--- config.mk ---
export PLATFORM = sky130hd
export DESIGN_NAME = lcv_mul_acc_arb
export DESIGN_NICKNAME = d
export VERILOG_FILES = /design/src/rtl/lcv_mul_acc_arb.sv
export SDC_FILE = /design/constraint.sdc
export NUM_CORES = 1
export LEC_CHECK = 0
export BUFFER_PORTS_ARGS = -buffer_cell sky130_fd_sc_hd__buf_2
export CELL_PAD_IN_SITES_DETAIL_PLACEMENT = 1
export CELL_PAD_IN_SITES_GLOBAL_PLACEMENT = 2
export CORE_AREA = 5 5 191 193
export CTS_CLUSTER_DIAMETER = 60
export DETAILED_ROUTE_END_ITERATION = 7
export DIE_AREA = 0 0 196 198
export PLACE_DENSITY_LB_ADDON = 0.08
export RECOVER_POWER = 25
export SETUP_SLACK_MARGIN = 0.5
export SYNTH_ARGS = -nofsm -noshare
export SYNTH_HDL_FRONTEND = slang
export SYNTH_SLANG_ARGS = --single-unit
--- constraint.sdc ---
create_clock -name clk -period 8.2 [get_ports clk]
set_clock_uncertainty 0.2 [all_clocks]
set_input_delay 2.05 -clock clk [delete_from_list [all_inputs] [get_ports clk]]
set_output_delay 2.05 -clock clk [all_outputs]
set_load 0.1 [all_outputs]
--- src/rtl/lcv_mul_acc_arb.sv ---
// Round-robin arbiter and sequencer that shares one registered MAC among NUM_REQ requesters.
// Optional LCV_MUL_ACC_ARB_RND_EN drives mac_e with the Q15 rounding constant.
module lcv_mul_acc_arb #(
    parameter int NUM_REQ    = 4,
    parameter int FIFO_DEPTH = 4
) (
    input  logic                   clk,
    input  logic                   rst,
    input  logic [NUM_REQ-1:0]     req_valid,
    output logic [NUM_REQ-1:0]     req_ready,
    input  logic [NUM_REQ*16-1:0]  req_a,
    input  logic [NUM_REQ*16-1:0]  req_b,
    input  logic [NUM_REQ*33-1:0]  req_c,
    output logic [15:0]            mac_a,
    output logic [15:0]            mac_b,
    output logic [32:0]            mac_c,
    output logic [32:0]            mac_d,
    output logic [32:0]            mac_e,
    input  logic [32:0]            mac_outp,
    output logic                   rsp_valid,
    input  logic                   rsp_ready,
    output logic [2:0]             rsp_id,
    output logic [32:0]            rsp_data
);

    localparam int PW = $clog2(FIFO_DEPTH);
    localparam int CW = PW + 1;
    localparam int OW = CW + 1;

    logic [15:0] a_arr [8];
    logic [15:0] b_arr [8];
    logic [32:0] c_arr [8];

    logic [2:0]  ptr_reg;
    logic        win_found;
    logic [2:0]  win_idx;
    logic        credit;
    logic        grant_en;
    logic [OW-1:0] outstanding;

    logic [15:0] mac_a_reg;
    logic [15:0] mac_b_reg;
    logic [32:0] mac_c_reg;
    logic        s1_v_reg;
    logic [2:0]  s1_id_reg;
    logic        s2_v_reg;
    logic [2:0]  s2_id_reg;

    logic [35:0]   mem [FIFO_DEPTH];
    logic [PW-1:0] wr_ptr_reg;
    logic [PW-1:0] rd_ptr_reg;
    logic [CW-1:0] fifo_count_reg;
    logic          push;
    logic          pop;
    logic [35:0]   head;

    // Slots beyond NUM_REQ are tied off so the operand mux can always be indexed with 3 bits.
    genvar gi;
    generate
        for (gi = 0; gi < 8; gi++) begin : g_slot
            if (gi < NUM_REQ) begin : g_used
                assign a_arr[gi]     = req_a[16*gi +: 16];
                assign b_arr[gi]     = req_b[16*gi +: 16];
                assign c_arr[gi]     = req_c[33*gi +: 33];
                assign req_ready[gi] = grant_en && (win_idx == 3'(gi));
            end else begin : g_unused
                assign a_arr[gi] = '0;
                assign b_arr[gi] = '0;
                assign c_arr[gi] = '0;
            end
        end
    endgenerate

    always_comb begin
        win_found = 1'b0;
        win_idx   = '0;
        for (int k = 0; k < NUM_REQ; k++) begin
            if (!win_found && req_valid[(int'(ptr_reg) + k) % NUM_REQ]) begin
                win_found = 1'b1;
                win_idx   = 3'((int'(ptr_reg) + k) % NUM_REQ);
            end
        end
    end

    // A pop in the same cycle deliberately does not free a credit.
    assign outstanding = OW'(fifo_count_reg) + OW'(s1_v_reg) + OW'(s2_v_reg);
    assign credit      = outstanding < OW'(FIFO_DEPTH);
    assign grant_en    = win_found && credit && !rst;

    always_ff @(posedge clk) begin
        if (rst) begin
            mac_a_reg <= '0;
            mac_b_reg <= '0;
            mac_c_reg <= '0;
            ptr_reg   <= '0;
            s1_v_reg  <= 1'b0;
            s1_id_reg <= '0;
            s2_v_reg  <= 1'b0;
            s2_id_reg <= '0;
        end else begin
            if (grant_en) begin
                mac_a_reg <= a_arr[win_idx];
                mac_b_reg <= b_arr[win_idx];
                mac_c_reg <= c_arr[win_idx];
                s1_id_reg <= win_idx;
                ptr_reg   <= (win_idx == 3'(NUM_REQ - 1)) ? 3'd0 : win_idx + 3'd1;
            end
            s1_v_reg  <= grant_en;
            s2_v_reg  <= s1_v_reg;
            s2_id_reg <= s1_id_reg;
        end
    end

    assign mac_a = mac_a_reg;
    assign mac_b = mac_b_reg;
    assign mac_c = mac_c_reg;
    assign mac_d = '0;
`ifdef LCV_MUL_ACC_ARB_RND_EN
    assign mac_e = 33'h0_0000_4000;
`else
    assign mac_e = '0;
`endif

    // s2 lines up with the MAC result of the operands registered two edges earlier.
    assign push = s2_v_reg;
    assign pop  = rsp_valid && rsp_ready;

    always_ff @(posedge clk) begin
        if (push) begin
            mem[wr_ptr_reg] <= {s2_id_reg, mac_outp};
        end
    end

    always_ff @(posedge clk) begin
        if (rst) begin
            wr_ptr_reg     <= '0;
            rd_ptr_reg     <= '0;
            fifo_count_reg <= '0;
        end else begin
            if (push) begin
                wr_ptr_reg <= wr_ptr_reg + 1'b1;
            end
            if (pop) begin
                rd_ptr_reg <= rd_ptr_reg + 1'b1;
            end
            if (push && !pop) begin
                fifo_count_reg <= fifo_count_reg + 1'b1;
            end else if (!push && pop) begin
                fifo_count_reg <= fifo_count_reg - 1'b1;
            end
        end
    end

    assign head      = mem[rd_ptr_reg];
    assign rsp_valid = (fifo_count_reg != '0);
    assign rsp_id    = rsp_valid ? head[35:33] : 3'd0;
    assign rsp_data  = rsp_valid ? head[32:0] : 33'd0;

`ifndef SYNTHESIS
    fifo_no_overflow: assert property (@(posedge clk) disable iff (rst)
        !(push && !pop && fifo_count_reg == CW'(FIFO_DEPTH)));
`endif

endmodule

=== Word-level counts from Yosys, hierarchy flattened ===
Memories as Yosys holds them, arrays and structs flattened. A register that Yosys moved wholly into a read port is not among the register bits.
Cells that the tools add are included.

* Flip-flop bits (word level): 82
* Memory bits (writable): 144
* Input bits: 300
* Output and inout port bits: 172
* Memories: 1

{| class="wikitable"
|+ Memories
! memory !! depth !! bits a word !! rd ports !! clocked after Yosys merged registers in !! wr ports !! RTL line !! text
|-
| mem || 4 || 36 || 1 || 1 || 1 || 49 || <nowiki>logic [35:0] mem [FIFO_DEPTH];</nowiki>
|}

* $add $sub $neg: 10
* $lt $le $gt $ge: 6
* Equal/unequal tests: 3
* Mux-type cells: 37
* Bitwise logic cells: 4
* Reduce and logical (&&, ||, !) cells: 24

{| class="wikitable"
|+ Operators with widths
! cell !! count
|-
| 33-bit binary-select mux with 3-bit select || 1
|-
| 33-bit 2-to-1 mux || 3
|-
| 16-bit binary-select mux with 3-bit select || 2
|-
| 16-bit 2-to-1 mux || 4
|-
| 3-bit 2-to-1 mux || 6
|-
| 1-bit 2-to-1 mux || 13
|-
| 1-bit logical AND || 12
|-
| 3-bit by 4-bit < comparator with 1-bit output (second input constant) || 3
|-
| 2-bit by 1-bit adder with 2-bit output (second input constant) || 4
|-
| 1-bit binary-select mux with 2-bit select || 4
|-
| 2-bit 2-to-1 mux || 4
|-
| 3-bit by 2-bit == test with 1-bit output (second input constant) || 2
|-
| 1-bit zero test || 6
|-
| 2-bit OR reduction || 3
|-
| 2-bit adder (second input constant) || 2
|-
| 3-bit by 1-bit adder with 4-bit output || 1
|-
| 4-bit by 1-bit adder with 4-bit output || 1
|-
| 4-bit greater-or-equal comparator (second input constant) || 1
|-
| 4-bit by 3-bit < comparator with 1-bit output (second input constant) || 1
|-
| 3-bit NOT with 4-bit output || 1
|-
| 3-bit by 1-bit adder with 3-bit output (second input constant) || 1
|-
| 1-bit bitwise AND (first input constant) || 3
|-
| 3-bit by 1-bit == test with 1-bit output (second input constant) || 1
|-
| 3-bit zero test || 1
|-
| 4 further kinds || 4
|}

=== Logic depth before layout (Yosys ltp) ===
* Word-level depth: 18
* Mapped depth: 9

=== Worst setup path before layout ===
OpenSTA, ideal clock, no wires.

* Kind: input port to output port
* Start point: input req_valid[0]
* End point: output req_ready[3]
* Arrival time: 5.107 ns
* Slack: 0.843 ns
* Stages: 7
* Path buffers: 3
* Path through: buf_6 -> nor2b_4 -> nor4_2 -> buf_4 -> nor2_4 -> buf_6 -> nor3_1

* Longest elaborated chain between the ends: 15
* Elaborated cells between the ends (all ways): 29
* Classes of those cells: eq/ne (1); mux (19); reduce/logical (9)

{| class="wikitable"
|+ RTL lines
! what !! RTL line !! text
|-
| start, declared || 9 || <nowiki>input logic [NUM_REQ-1:0] req_valid,</nowiki>
|-
| parallel branches: the longest is 14 deep, another holds 3-bit 2-to-1 mux || n/a ||
|-
| 1-bit logical AND * || 65 || <nowiki>assign req_ready[gi] = grant_en && (win_idx == 3'(gi));</nowiki>
|-
| end, declared || 10 || <nowiki>output logic [NUM_REQ-1:0] req_ready,</nowiki>
|}

Every way passes the cells marked *. The select of a mux whose other input is x is not followed.

=== Worst setup path in the final report ===
* Start point: input req_valid[0]
* End point: output req_ready[1]

Same word-level chain as after synthesis.

==> impl_results.md <==
* Outcome: complete, no violations
* Top delay family on crit path: simple AND/OR/NAND/NOR gates
* Tightest Pin Transition at 1.006 ns
* Crit path depth at 7
* Largest net degree at the start of global routing at a little over 70
* Final min period at around 6.4 ns
* Initial antenna violation count at 15
* CTS Sinks at roughly 220
* Max Cap Viol at 0
* VDD IR max at roughly 0.38 mV
* Netlist cell types at 50
* Initial core utilization at a little under a third
* Unrepaired setup endpoints after global routing: no
* Largest area contributor in the netlist: edfxtp_1
* Clk root buf: clkbuf_16
* Die footprint at 0.03881 mm2
* Mean post-synth cell area at about 12 um2
* Row count at just under 70
* CTS tree: built
* Final setup viols at 0
* Max FFs per register at between 100 and 150
* PostCTS Resize Cnt at 0
* Hold WC Path Type: reg2reg
* Crit Path Class: in2out
* Max Root-Sink Buffers at 3
* Hpwl dp at 29,350 um
* Clock-pin slew on the worst setup and hold paths at about 0.060 ns
* Clock Power Share at 21.7%
* Critical-path cell list: buf_2 > nor2b_4 > or4_2 > buf_4 > nand2_4 > and3_1 > buf_2
* Antenna Nets Post-Route at 0
* Post-CTS Setup Bufs at 0
* WL/cell at about 23 um
* Crit-path max cell delay at around 0.64 ns
* Hold-fix buffers at CTS at 0
* Sequential fraction of the synthesis area at a little over half
* Sw power at 2.991 mW
* Worst slew margin at 32.94%
* Worst hold stages at 1
* Setup TNS at 0 ns
* Die Wd at 196 um
* Power per Cell Area at a little over 400 mW/mm2
* Congestion Overflow GR at 0
* CP arrival at between 4 and 5 ns
* YS warnings at 0
* DRC at 0
* Die H at between 150 and 200 um
* Final Hold Vio Count at 0
* Fin Hold WS at 0.2716 ns
* Flop pwr share at between 20% and 30%
* Htree depth at 1
* GRT Total Usage at 19.79%
* Net Sw Frac at 52.67%
* Post-synth ARST share at 0%
* TritonCTS buffer count at 27
* P&R area growth vs syn at 27.37%
* Top cell type's share of synthesized area at roughly two fifths
* Post-Synthesis Cells at 893
* Power Internal at ~2.7 mW
* Leakage at roughly 5.7 nW
* Clock latency at the later pin of the worst-skew pair at between 0.5 and 0.6 ns
* Final instance area at 0.01386 mm2
* Most used DFF post-synth: edfxtp_1
* Hold Path Sink: s2_id_reg[1]
* Hold path start: s1_id_reg[1]
* Slowest CP cell: or4_2
* Nets at 1,562
* Final WL at between 40,000 and 50,000 um
* WP buf/inv at 3
* Pre-antenna DRT Iters at 6
* Area of the mapped netlist at 0.01088 mm2
* Placed Area at roughly 0.013 mm2
* Cell with the most instances after synthesis: edfxtp_1
* CORE AREA at 0.03437 mm2
* R2R cell count at 8
* IO Count at about 470
* Max FO, Critical Path at 58
* CP most frequent cell: buf_2
* Ranking of synthesized cells by area: edfxtp_1 39%, dfxtp_1 15%, mux4_2 7.2%
* Combinational cell fraction of total power at a little over half
* Crit start category: primary input
* Port buffer count at 404
* Layout cell share with drive strength beyond 1 at between 40% and 50%
* Reg2reg start: push
* Post-synth top cells: 140 x edfxtp_1, 82 x dfxtp_1, 73 x buf_4, 68 x nor2_1, 59 x a21o_1
* Fin crit share at ~78%
* R2R setup slack at 5.02 ns
* #FFs+latches synth at 222
* RR Endpoint: mac_b[4]
* Routed vias/inst at around 5
* Crit. End Element: output pin
* Slew Limit Fails at 0
* Fmax achieved at 0.1563 GHz
* Number of global-route vias before repair at a little over 9,000
* EDFF count, synth at between 100 and 150
* CP required at roughly 6 ns
* First-pass GRT wire length at 58,750 um
* Via count at 8,651
* DR iter-0 viols at 338
* Setup crit start: req_valid[0]
* GPL Wtd Cong at a little over 0.8
==> layout make-up <==
| cell class | count | area (um2) |
|---|---|---|
| antenna | 5 | 12.51 |
| clock inverter | 20 | 209.0 |
| multi-input combinational | 582 | 4393 |
| sequential | 222 | 5848 |
| tap | 455 | 569.3 |
| fill | 3891 | 20510 |
| clock buffer | 30 | 728.2 |
| inverter | 6 | 22.52 |
| timing repair buffer | 416 | 2077 |
==> layout by cell type (no fill, tap or decap), drive strengths merged, types with 5 or more instances in the layout <==
cell    count
buf       386
edfxtp    140
dfxtp      82
nor2       69
conb       67
o21ai      60
a211oi     60
clkbuf     60
a21o       59
nand3      58
a221oi     57
and2       40
mux4       35
mux2i      18
clkinv     14
nand3b      8
o221ai      8
inv         8
ha          6
diode       5
nor2b       5
==> how the worst max path moves through the flow <==
| stage | end | slack, ns |
|---|---|---|
| 2_1_floorplan | req_ready[3] | 0.84 |
| 3_3_place_gp | req_ready[1] | 1.77 |
| 3_5_place_dp | req_ready[1] | 1.78 |
| 4_1_cts | req_ready[1] | 1.78 |
| 5_1_grt | req_ready[1] | 1.68 |
| 6_report | req_ready[1] | 1.80 |
==> worst register-to-register path, cell delays in order, from the launching register on <==
cell and delay, ns:
dfxtp_1 0.46, ha_1 0.29, a21o_1 0.18, a211oi_2 0.36, o41ai_4 0.28, inv_2 0.39
buf_4 0.56, nor2_1 0.14, a211oi_1 0.24
==> layer usage <==
metal  vias to the layer above  global-route usage, %  wire, um
li1                       4026                      -         -
met1                      4272                  23.27     15590
met2                       270                  35.24     20670
met3                        61                  6.517      3017
met4                        22                  4.577       912
met5                         -                      0       127
==> logic make-up after synthesis <==
logic type,synth area share (%)
buffers and inverters,8.417
xor gates and xnor gates,0.4024
and+or+nand+nor,9.222
DFF,53.72
AOI/OAI and AO/OA,18.33
muxes,9.003
other,0.03446
adders and majority gates,0.8739
==> per-stage QoR <==
step / cells / setup slack [ns] / util, % / power (mW)
final: 1736 / 1.803 / 40.32 / 5.678
after global routing: 1734 / 1.676 / 40.31 / 5.940
after CTS: 1731 / 1.777 / 40.39 / 5.767
after detailed placement: 1681 / 1.778 / 37.67 / 4.510
after global placement: 1681 / 1.768 / 37.67 / 4.498
after floorplan: 959 / 0.8427 / - / 3.952
==> power groups by stage <==
| stage | Combinational [mW] | Clock, mW | Sequential [mW] |
|---|---|---|---|
| after floorplan | 1.95 | 0 | 2.01 |
| after global placement | 3.05 | 0 | 1.44 |
| after detailed placement | 3.06 | 0 | 1.45 |
| after CTS | 3.07 | 1.27 | 1.43 |
| after global routing | 3.17 | 1.32 | 1.44 |
| final | 3.02 | 1.23 | 1.43 |
No activity file was read; power rests on OpenSTA's default activity.
